===== src/rtl/uio_bridge_pkg.sv =====
// Shared types and defaults for the Avalon-MM to uio_bus bridge.
// Imported by avalon_uio_bridge.
package uio_bridge_pkg;

  typedef enum logic [2:0] {
    IDLE,
    WR_STROBE,
    RD_STROBE,
    RD_WAIT,
    RD_DONE,
    GAP
  } bridge_state_t;

  localparam int DEF_STROBE  = 2;
  localparam int DEF_LATENCY = 5;
  localparam int DEF_GAP     = 2;

  function automatic int max_int(input int a, input int b);
    return (a > b) ? a : b;
  endfunction

endpackage


===== src/rtl/avalon_uio_bridge.sv =====
// Avalon-MM slave that stretches single-word requests into
// level strobes for the uio_bus GPIO decoder.
module avalon_uio_bridge
  import uio_bridge_pkg::*;
#(
  parameter int AddrWidth     = 16,
  parameter int BusWidth      = 32,
  parameter int STROBE_CYCLES = DEF_STROBE,
  parameter int READ_LATENCY  = DEF_LATENCY,
  parameter int GAP_CYCLES    = DEF_GAP
) (
  input  logic                 clk,
  input  logic                 reset_in,
  input  logic [AddrWidth-1:0] avs_address,
  input  logic                 avs_read,
  input  logic                 avs_write,
  input  logic [BusWidth-1:0]  avs_writedata,
  output logic [BusWidth-1:0]  avs_readdata,
  output logic                 avs_waitrequest,
  output logic [AddrWidth-1:0] uio_address,
  output logic                 uio_read,
  output logic                 uio_write,
  output logic [BusWidth-1:0]  uio_busdataout,
  input  logic [BusWidth-1:0]  uio_busdatain,
  output logic                 proto_err
);

  localparam int CntW =
    $clog2(max_int(READ_LATENCY, GAP_CYCLES) + 1);

  localparam logic [CntW-1:0] StrobeLd =
    CntW'(STROBE_CYCLES - 1);
  localparam logic [CntW-1:0] WaitLd =
    CntW'(READ_LATENCY - STROBE_CYCLES - 1);
  localparam logic [CntW-1:0] GapLd =
    CntW'(GAP_CYCLES - 1);
  localparam logic [CntW-1:0] CntOne =
    CntW'(1);
  localparam logic [AddrWidth-1:0] WordMask =
    ~AddrWidth'(3);

  if (STROBE_CYCLES < 1) begin : g_bad_strobe
    $error("STROBE_CYCLES must be >= 1");
  end
  if (READ_LATENCY < STROBE_CYCLES + 1) begin : g_bad_lat
    $error("READ_LATENCY must be >= STROBE_CYCLES+1");
  end
  if (GAP_CYCLES < 1) begin : g_bad_gap
    $error("GAP_CYCLES must be >= 1");
  end

  bridge_state_t        state_q;
  logic [CntW-1:0]      cnt_q;
  logic [AddrWidth-1:0] addr_q;
  logic [BusWidth-1:0]  wdata_q;
  logic [BusWidth-1:0]  rdata_q;
  logic                 rd_q;
  logic                 wr_q;
  logic                 err_q;

  // Sequencer: strobe, wait out decoder latency, then idle gap.
  always_ff @(posedge clk or posedge reset_in) begin
    if (reset_in) begin
      state_q <= IDLE;
      cnt_q   <= '0;
      addr_q  <= '0;
      wdata_q <= '0;
      rdata_q <= '0;
      rd_q    <= 1'b0;
      wr_q    <= 1'b0;
      err_q   <= 1'b0;
    end else begin
      unique case (state_q)
        IDLE: begin
          if (avs_read) begin
            addr_q  <= avs_address & WordMask;
            cnt_q   <= StrobeLd;
            rd_q    <= 1'b1;
            state_q <= RD_STROBE;
            if (avs_write) err_q <= 1'b1;
          end else if (avs_write) begin
            addr_q  <= avs_address & WordMask;
            wdata_q <= avs_writedata;
            cnt_q   <= StrobeLd;
            wr_q    <= 1'b1;
            state_q <= WR_STROBE;
          end
        end
        WR_STROBE: begin
          if (cnt_q == '0) begin
            wr_q    <= 1'b0;
            cnt_q   <= GapLd;
            state_q <= GAP;
          end else begin
            cnt_q <= cnt_q - CntOne;
          end
        end
        RD_STROBE: begin
          if (cnt_q == '0) begin
            rd_q    <= 1'b0;
            cnt_q   <= WaitLd;
            state_q <= RD_WAIT;
          end else begin
            cnt_q <= cnt_q - CntOne;
          end
        end
        RD_WAIT: begin
          if (cnt_q == '0) begin
            rdata_q <= uio_busdatain;
            state_q <= RD_DONE;
          end else begin
            cnt_q <= cnt_q - CntOne;
          end
        end
        RD_DONE: begin
          cnt_q   <= GapLd;
          state_q <= GAP;
        end
        GAP: begin
          if (cnt_q == '0) begin
            state_q <= IDLE;
          end else begin
            cnt_q <= cnt_q - CntOne;
          end
        end
        default: begin
          state_q <= IDLE;
        end
      endcase
    end
  end

  // Posted writes release in the accept cycle; reads in RD_DONE.
  always_comb begin
    avs_waitrequest = 1'b1;
    if (!reset_in) begin
      if (state_q == RD_DONE) begin
        avs_waitrequest = 1'b0;
      end else if (state_q == IDLE && avs_write && !avs_read) begin
        avs_waitrequest = 1'b0;
      end
    end
  end

  assign avs_readdata   = rdata_q;
  assign uio_address    = addr_q;
  assign uio_read       = rd_q;
  assign uio_write      = wr_q;
  assign uio_busdataout = wdata_q;
  assign proto_err      = err_q;

endmodule


===== config.mk =====
export PLATFORM = sky130hd
export DESIGN_NAME = avalon_uio_bridge
export DESIGN_NICKNAME = d
export VERILOG_FILES = /design/src/rtl/uio_bridge_pkg.sv /design/src/rtl/avalon_uio_bridge.sv
export SDC_FILE = /design/constraint.sdc
export NUM_CORES = 1
export LEC_CHECK = 0
export BUFFER_PORTS_ARGS = -buffer_cell sky130_fd_sc_hd__buf_2
export CORE_MARGIN = 5
export CORE_UTILIZATION = 47
export DETAILED_ROUTE_END_ITERATION = 10
export PLACE_DENSITY = 0.91
export SYNTH_ARGS = -nofsm -noshare
export SYNTH_HDL_FRONTEND = slang
export SYNTH_SLANG_ARGS = --single-unit

===== constraint.sdc =====
create_clock -name clk -period 3.85 [get_ports clk]
set_clock_uncertainty 0.1 [all_clocks]
set_input_delay 0.77 -clock clk [delete_from_list [all_inputs] [get_ports clk]]
set_output_delay 0.77 -clock clk [all_outputs]
set_load 0.005 [all_outputs]

; ---- After elaboration in Yosys (flattened, before gate mapping)
; Cells that the tools add are included.
; Widths: inputs -> output; s select.
[op_classes]
add_sub_neg = 1
reduce_logical = 18
muxes = 23
n_eq_ne = 14
n_bitwise = 1
[op_table]
columns = operator, n
row1 = $mux 16, 2
row2 = $mux 3, 10
row3 = $pmux 3 s6, 1
row4 = $ne 2x2->1 const B, 8
row5 = $pmux 3 s5, 1
row6 = $reduce_and 3->1, 4
row7 = $mux 1, 7
row8 = $eq 3x2->1 const B, 2
row9 = $eq 3x3->1 const B, 2
row10 = $logic_not 3->1, 2
row11 = $reduce_bool 2->1, 3
row12 = $reduce_and 5->1, 1
row13 = $reduce_bool 5->1, 1
row14 = $pmux 1 s2, 2
row15 = $reduce_and 2->1, 2
row16 = $reduce_and 4->1, 1
row17 = $eq 3x1->1 const B, 1
row18 = $ne 3x3->1 const B, 1
row19 = $sub 3x1->3 const B, 1
row20 = $logic_and 1x1->1, 2
row21 = $reduce_or 2->1, 1
row22 = $logic_not 1->1, 1
row23 = $not 1->1, 1
[word_totals]
wordCells = 65
register_bits = 89
input_bits = 84
output_inout_bits = 84

; ---- Longest topological paths before layout
; Gate-level depths: netlist (run 1).
[logic_depth]
ltp_word = 6
mapped_depth = 7
mapped_depth_nobuf = 6

; ---- Least setup slack after synthesis (run 1)
; No wires, ideal clock.
[synth_timing]
path_type = input -> output
start = input port avs_read
end = output port avs_waitrequest
arrival_time_ps = 1315
t_required_ps = 2980
setup_slack_ps = 1665
n_path_buf = 0
path_stages = 2
cell_sequence = nand2b_1 -> a2111o_1
[synth_between]
elab_chain_len = 5
[synth_lines]
columns = element, line
row1 = start: declaration, avalon_uio_bridge.sv:15  ; input logic avs_read,
row2 = $logic_not 1->1, avalon_uio_bridge.sv:139  ; end else if (state_q == IDLE && avs_write && !avs_read) begin
row3 = $logic_and 1x1->1, avalon_uio_bridge.sv:139
row4 = $mux 1, avalon_uio_bridge.sv:139
row5 = $mux 1, avalon_uio_bridge.sv:137  ; if (state_q == RD_DONE) begin
row6 = $mux 1, avalon_uio_bridge.sv:136  ; if (!reset_in) begin
row7 = end: declaration, avalon_uio_bridge.sv:19  ; output logic avs_waitrequest,
; Every way passes these cells.

; ---- Worst setup path in the final report (run 1)
[layout_timing]
start = register state_q[2]
end = output port avs_waitrequest
[layout_between]
elab_chain_len = 6
elab_cells_between_ends = 7
classes_between = 1 x eq/ne / 3 x mux / 3 x reduce/logical
[layout_lines]
columns = element, line
row1 = start: declaration, avalon_uio_bridge.sv:52  ; bridge_state_t state_q;
row2 = start signal: assignment, avalon_uio_bridge.sv:64  ; state_q <= IDLE;
row3 = start signal: assignment, avalon_uio_bridge.sv:79  ; state_q <= RD_STROBE;
row4 = start signal: assignment, avalon_uio_bridge.sv:86  ; state_q <= WR_STROBE;
row5 = $logic_not 3->1, avalon_uio_bridge.sv:139
row6 = $logic_and 1x1->1 (2 in series), avalon_uio_bridge.sv:139
row7 = $mux 1, avalon_uio_bridge.sv:139
row8 = $mux 1 (*), avalon_uio_bridge.sv:137
row9 = $mux 1 (*), avalon_uio_bridge.sv:136
; Mark *: on every way between the ends. The rest lies on a longest branch, timed or not.

==> qor.txt, run 1 <==
Status = complete, no violations
RSZ-0062 raised after global routing = false
Worst EP arrival = 1.68 ns
DP Wirelength = 6590 um
Vias in the first global route = 2688
Initial Util = 48.7%
TritonCTS clock tree = built
First drt pass iteration count = 4
Die Area = 10000 sq um
Die extent in x = 100 um
Final number of setup-violating endpoints = 0
Worst setup endpoint = avs_waitrequest
Tmin final = 2.55 ns
Post-DRT Antenna Nets = 0
DR vias = 2489
Synthesis-stage register bit count = 87
Slew Limit Headroom = 31.1%
Pin slew with the least headroom to its limit = 1.03 ns
Crit path max fanout = 11
Avg WL per Cell = 17.4 um
Max Freq = 392 MHz
Mapped Cells = 231
Initial DRC count = 66
TNS Setup = 0 ns
Post-CTS Resized = 0
First-pass GRT wire length = 13900 um
Clk root buf = clkbuf_8
H-tree levels = 3
Net Switching = 1160 uW
Worst R2R Path Depth = 5
Synth async-reset ratio = 100%
Ant. Diodes = 0
Type of the tightest min-delay check = flop to flop
Cell Pwr Density = 784 nW/um^2
Initial antenna violation count = 0
CP Launch Point = state_q[2]
Reg clk slew, reported paths = 0.08 ns
Residual DRC = 0
Final nets = 480
CP endpoint kind = output pin
TritonCTS Sinks = 87
Number of synthesized flops with an enable pin = 0
Setup Buffers After CTS = 0
Cts bufs inserted = 9
Placer Congestion = 0.777
Final hold violations = 0
Worst vdd ir = 0.000373 V
Cts hold-fix bufs = 0
Layout cell share with drive strength beyond 1 = 66.2%
Die Ht = 100 um
Routed WL = 8720 um
Cell variety after synth = 37
Core Box Area = 7810 sq um
Reg-to-reg endpoint = avs_readdata[30]
GRT overflow = 0
Slew Viols, Final = 0
CP startpoint kind = flop
Fillers = 597
Worst reg2reg startpoint = cnt_q[0]
Worst setup margin = 1.30 ns
Area grow syn2layout = 26.9%
Cell Int Power = 2620 uW
Flop-to-flop setup slack = 1.41 ns
MaxCap Viol Count = 0
Clock Power Share = 16.5%
Leak = 0.00259 uW
Register area share after synthesis = 57.2%
Clk_lat worst skew = 0.34 ns
Sequential share of power = 43.5%
Logic pwr share = 40.0%
Setup Crit Path Kind = flop to output pin
Net switching fraction of the power = 30.7%
Final worst path period share = 66.2%
Post-place setup slack = 1.36 ns
Multi-input logic area = 1480 sq um
GRT Total Usage = 17.7%
Most used flip-flop cell after synthesis = dfrtp_1
Pin count of the biggest net entering global routing = 43
Num ports = 168
Mapped Avg Cell Area = 16.5 sq um
Port bufs = 163
Post-Syn Area = 3800 sq um
Vias/cell = 4.97
WP data required = 2.98 ns
CTS max path bufs = 2
Ys Warns = 0
Row count = 32
Storage cell area = 2180 sq um
## layout make-up
type / count / share of cell area, %
clock buffers: 10 / 2.64
clock inverters: 6 / 1.43
inverters: 5 / 0.415
multi-input cells: 126 / 30.6
flip-flops and latches: 87 / 45.1
well taps: 102 / 2.64
repair buffers: 165 / 17.2
## cell families after synthesis
logic type               synth area share, %
flip-flops                              57.2
multiplexers                            30.2
AND/OR/NAND/NOR                         3.62
AO/OA/AOI/OAI                           3.85
buffers and inverters                   4.11
adder cells (fa/ha/maj)                0.921
other                                 0.0986
## metal layers
layer	up-vias	share of wire, %	global-route usage (%)
met5	-	0	0
met3	20	7.0	4.45
met1	1217	39	21.5
met2	108	52	29.9
li1	1144	-	-
met4	0	2.4	7.56
## registers in the layout, indices dropped and copies added (netlist names)
name	count
avs_readdata	32
uio_busdataout	32
uio_address	14
cnt_q	3
state_q	3
proto_err	1
uio_read	1
uio_write	1
## worst max-delay path: stages, from the launching register on
cell	delay [ns]
dfrtp_1	0.59
inv_1	0.22
a2111o_1	0.41
buf_2	0.13
## stage by stage
| stage | hold WS (ns) | instances | area (sq um) | util (%) | total power, uW |
|---|---|---|---|---|---|
| 6_report | 0.401 | 501 | 4830 | 61.8 | 3790 |
| 5_1_grt | 0.419 | 501 | 4830 | 61.8 | 4040 |
| 4_1_cts | 0.405 | 501 | 4830 | 61.8 | 3830 |
| 3_5_place_dp | 0.384 | 485 | 4630 | 59.3 | 3190 |
| 3_3_place_gp | 0.356 | 485 | 4630 | 59.3 | 3100 |
| 2_1_floorplan | 0.366 | 232 | 3810 | - | 2560 |
## layout by cell type (no fill, tap or decap), types with 4 or more instances in the layout
cell type	instances
mux2_4	69
o21ai_0	5
mux2_2	10
nor2_1	5
clkbuf_8	9
dfrtp_1	87
nand2_1	5
inv_1	4
buf_2	163
## power by group through the flow
stage | logic, uW | registers (uW) | clock network (uW)
after floorplan | 913 | 1640 | 0
after global placement | 1470 | 1620 | 0
after detailed placement | 1530 | 1660 | 0
after CTS | 1540 | 1650 | 644
after global routing | 1640 | 1710 | 694
final | 1510 | 1650 | 623
## how the worst min path moves through the flow
stage	from	end	cells after the start
final	proto_err	proto_err	1
after global routing	cnt_q[1]	cnt_q[1]	1
after CTS	proto_err	proto_err	1
after detailed placement	proto_err	proto_err	1
after global placement	proto_err	proto_err	1
after floorplan	proto_err	proto_err	1
## cells in the mapped netlist, types with 2 or more instances
cell type  number  area (sq um)
inv_1           5          18.8
nor2_1          5          18.8
dfrtp_1        87          2180
a41oi_1         2          17.5
nand2b_1        2          12.5
nand3_1         2          10.0
nand2_1         5          18.8
a21oi_1         2          10.0
nor2b_1         2          12.5
o21ai_0         5          25.0
mux2_2         10           113
buf_6           7          78.8
buf_4           4          30.0
mux2_4         69          1040
ha_1            2          25.0
Note: power is estimated with default switching activity, not from simulation.
==> run 2: changes to the inputs <==
--- a/config.mk
+++ b/config.mk
@@ -5,6 +5,7 @@
 export SDC_FILE = /design/constraint.sdc
 export NUM_CORES = 1
 export LEC_CHECK = 0
+export ABC_AREA = 1
 export BUFFER_PORTS_ARGS = -buffer_cell sky130_fd_sc_hd__buf_2
 export CORE_MARGIN = 5
 export CORE_UTILIZATION = 47
==> constraint.sdc (replaced) <==
create_clock -name clk -period 2.35 [get_ports clk]
set_clock_uncertainty 0.1 [all_clocks]
set_input_delay 0.47 -clock clk [delete_from_list [all_inputs] [get_ports clk]]
set_output_delay 0.47 -clock clk [all_outputs]
set_load 0.005 [all_outputs]
==> run 2 against run 1 <==
Sequential share of layout area is 0.69 points higher; register-to-register slack worse by 0.84 ns; via count is 33% higher; core utilization is 0.35 points higher; critical endpoint unchanged; critical path depth is 6 higher; largest power group unchanged; global-route usage is 0.90 points higher.
==> qor.txt, run 2 <==
Slew Viols, Final = 0 (unchanged)
Final worst path period share = 93.1%
Port bufs = 163 (unchanged)
Adder-cell share of the synthesized area = 0.683% (-0.24 points)
Cts hold-fix bufs = 0 (unchanged)
Cts bufs inserted = 9 (unchanged)
Cell variety after synth = 22 (-41%)
Top cell type by total area after synthesis = dfrtp_1
Setup Crit Path Kind = flop to output pin
Xor/xnor cell area share of the yosys netlist = 0% (unchanged)
Post-Syn Area = 3670 sq um (-3.7%)
Avg WL per Cell = 12.8 um (-26%)
Setup Buffers After CTS = 0 (unchanged)
Num ports = 168 (unchanged)
Area grow syn2layout = 29.7%
Initial DRC count = 109 (+65%)
Post-DRT Antenna Nets = 0 (unchanged)
Synth top area share = 59.4% (+2.2 points)
RSZ-0062 raised after global routing = false
Final hold violations = 0 (unchanged)
Core Box Area = 7650 sq um (-2.1%)
Post-CTS Resized = 0 (unchanged)
Ys Warns = 0 (unchanged)
DP Wirelength = 6620 um (+0.48%)
Top area cells in the synthesized netlist = dfrtp_1 (59%), nand2_1 (21%), nand3_1 (5.9%)
CTS max path bufs = 2 (unchanged)
GRT overflow = 0 (unchanged)
Top cells by count, synth = nand2_1 (208), dfrtp_1 (87), nand3_1 (43), inv_1 (26), o21ai_0 (19)
First drt pass iteration count = 4 (unchanged)
Most used flip-flop cell after synthesis = dfrtp_1
CP startpoint kind = flop
Reg clk slew, reported paths = 0.09 ns (about the same)
Vias/cell = 4.73 (-4.8%)
Row count = 32 (unchanged)
Number of synthesized flops with an enable pin = 0 (unchanged)
Mapped Cells = 430 (+86%)
Die Area = 9670 sq um (-3.3%)
TritonCTS Sinks = 87 (unchanged)
Most frequent cells in the layout = nand2_1 (207), buf_2 (163), dfrtp_1 (87), nand3_1 (43), inv_1 (25)
Top-count cell post-synth = nand2_1
Tmin final = 2.19 ns
Synthesis-stage register bit count = 87 (unchanged)
Status = complete, no violations
Placed Cells = 682 (+41%)
Post-Synth Simple-Gate Area = 29.6% (+26 points)
Synth Area in Compound Gates = 3.38% (-0.47 points)
Initial antenna violation count = 0 (unchanged)
First-pass GRT wire length = 14700 um (+5.6%)
Vias in the first global route = 3110 (+16%)
Max Freq = 457 MHz
CP endpoint kind = output pin
Post-place setup slack = 0.528 ns (-0.832 ns)
Initial Util = 47.9% (-0.80 points)
Routed WL = 8950 um (+2.6%)
Post-synthesis mux area share = 0% (-30 points)
Non-filler cells in the finished layout = 698 (+39%)
Clk_lat worst skew = 0.35 ns (about the same)
Pin slew with the least headroom to its limit = 1.04 ns (+0.0109 ns)
Die extent in x = 98.3 um (-1.7%)
Pin count of the biggest net entering global routing = 88 (+100%)
Die Ht = 98.3 um (-1.7%)
Ant. Diodes = 0 (unchanged)
DR vias = 3300 (+33%)
Crit path max fanout = 6 (-5)
Commonest non-fill, non-tap cell in the layout = nand2_1
Clk root buf = clkbuf_8
Worst setup margin = 0.163 ns (-1.14 ns)
TNS Setup = 0 ns (unchanged)
H-tree levels = 3 (unchanged)
Synth async-reset ratio = 100% (unchanged)
Slew Limit Headroom = 30.4% (-0.73 points)
Residual DRC = 0 (unchanged)
GRT Total Usage = 18.6% (+0.90 points)
Register area share after synthesis = 59.4% (+2.2 points)
Leak = 0.00279 uW (+7.5%)
Final number of setup-violating endpoints = 0 (unchanged)
Layout cell share with drive strength beyond 1 = 33.2% (-33 points)
Placer Congestion = 0.886 (+14%)
Worst EP arrival = 1.62 ns (-0.06 ns)
MaxCap Viol Count = 0 (unchanged)
WP data required = 1.78 ns (-1.20 ns)
Final nets = 677 (+41%)
Cell Pwr Density = 1270 nW/um^2 (+62%)
Largest family of logic cells by synthesized area = simple AND/OR/NAND/NOR gates
TritonCTS clock tree = built
Worst vdd ir = 0.000463 V (+24%)
Mapped Avg Cell Area = 8.53 sq um (-48%)
Type of the tightest min-delay check = input port to flop
## run 2: final cells by class
| class | instances | area [sq um] |
|---|---|---|
| clock buffer | 11 | 141 |
| clock inverter | 5 | 81.3 |
| fill | 698 | 2890 |
| inverter | 31 | 120 |
| multi-input combinational | 293 | 1250 |
| sequential | 87 | 2180 |
| tap | 102 | 128 |
| timing repair buffer | 169 | 861 |
## run 2: where the power goes
part | switching (uW) | internal (uW) | leakage, uW
sequential | 404 | 2220 | 0.00105
combinational | 1330 | 960 | 0.00163
clock | 515 | 628 | 0.000110
total | 2250 | 3800 | 0.00279
## run 2: worst max-delay path, stage by stage (launching register included)
cell and delay, ns:
dfrtp_1 0.43, inv_2 0.11, nand2_2 0.08, nor2_4 0.17, nand2_4 0.09, nor2_8 0.09
inv_2 0.04, nand2_1 0.07, nand2_2 0.05, buf_2 0.12
## run 2: per-layer routing
metal / part of all wire [%] / vias up / global-route usage (%)
li1: - / 1643 / -
met5: 0 / - / 0
met4: 2.2 / 0 / 7.88
met2: 48 / 126 / 30.4
met3: 8.0 / 18 / 5.14
met1: 42 / 1513 / 23.1
## run 2: kinds of logic after synthesis
| family | count (synthesis) |
|---|---|
| AO/OA/AOI/OAI | 23 |
| other | 1 |
| flip-flops | 87 |
| adder cells (fa/ha/maj) | 2 |
| buffers and inverters | 51 |
| AND/OR/NAND/NOR | 266 |
## run 2: through the flow
step / hold WS [ns] / cell area, sq um / total power, uW / utilization [%]
6_report: 0.209 / 4760 / 6060 / 62.2
5_1_grt: 0.196 / 4760 / 6610 / 62.2
4_1_cts: 0.191 / 4760 / 6140 / 62.2
3_5_place_dp: 0.354 / 4530 / 4990 / 59.3
3_3_place_gp: 0.348 / 4530 / 4820 / 59.3
2_1_floorplan: 0.349 / 3680 / 3920 / -
## run 2: path summary, 6_finish.rpt
check,from,endpoint,slack (ns),depth (start not counted)
max reg2reg,cnt_q[0],avs_readdata[11],0.57,7
max,state_q[1],avs_waitrequest,0.16,9
min reg2reg,avs_readdata[5],avs_readdata[5],0.37,2
min,avs_writedata[21],uio_busdataout[21],0.21,3
min in group asynchronous,reset_in,avs_readdata[25],0.41,3
max in group asynchronous,reset_in,avs_readdata[3],1.09,3
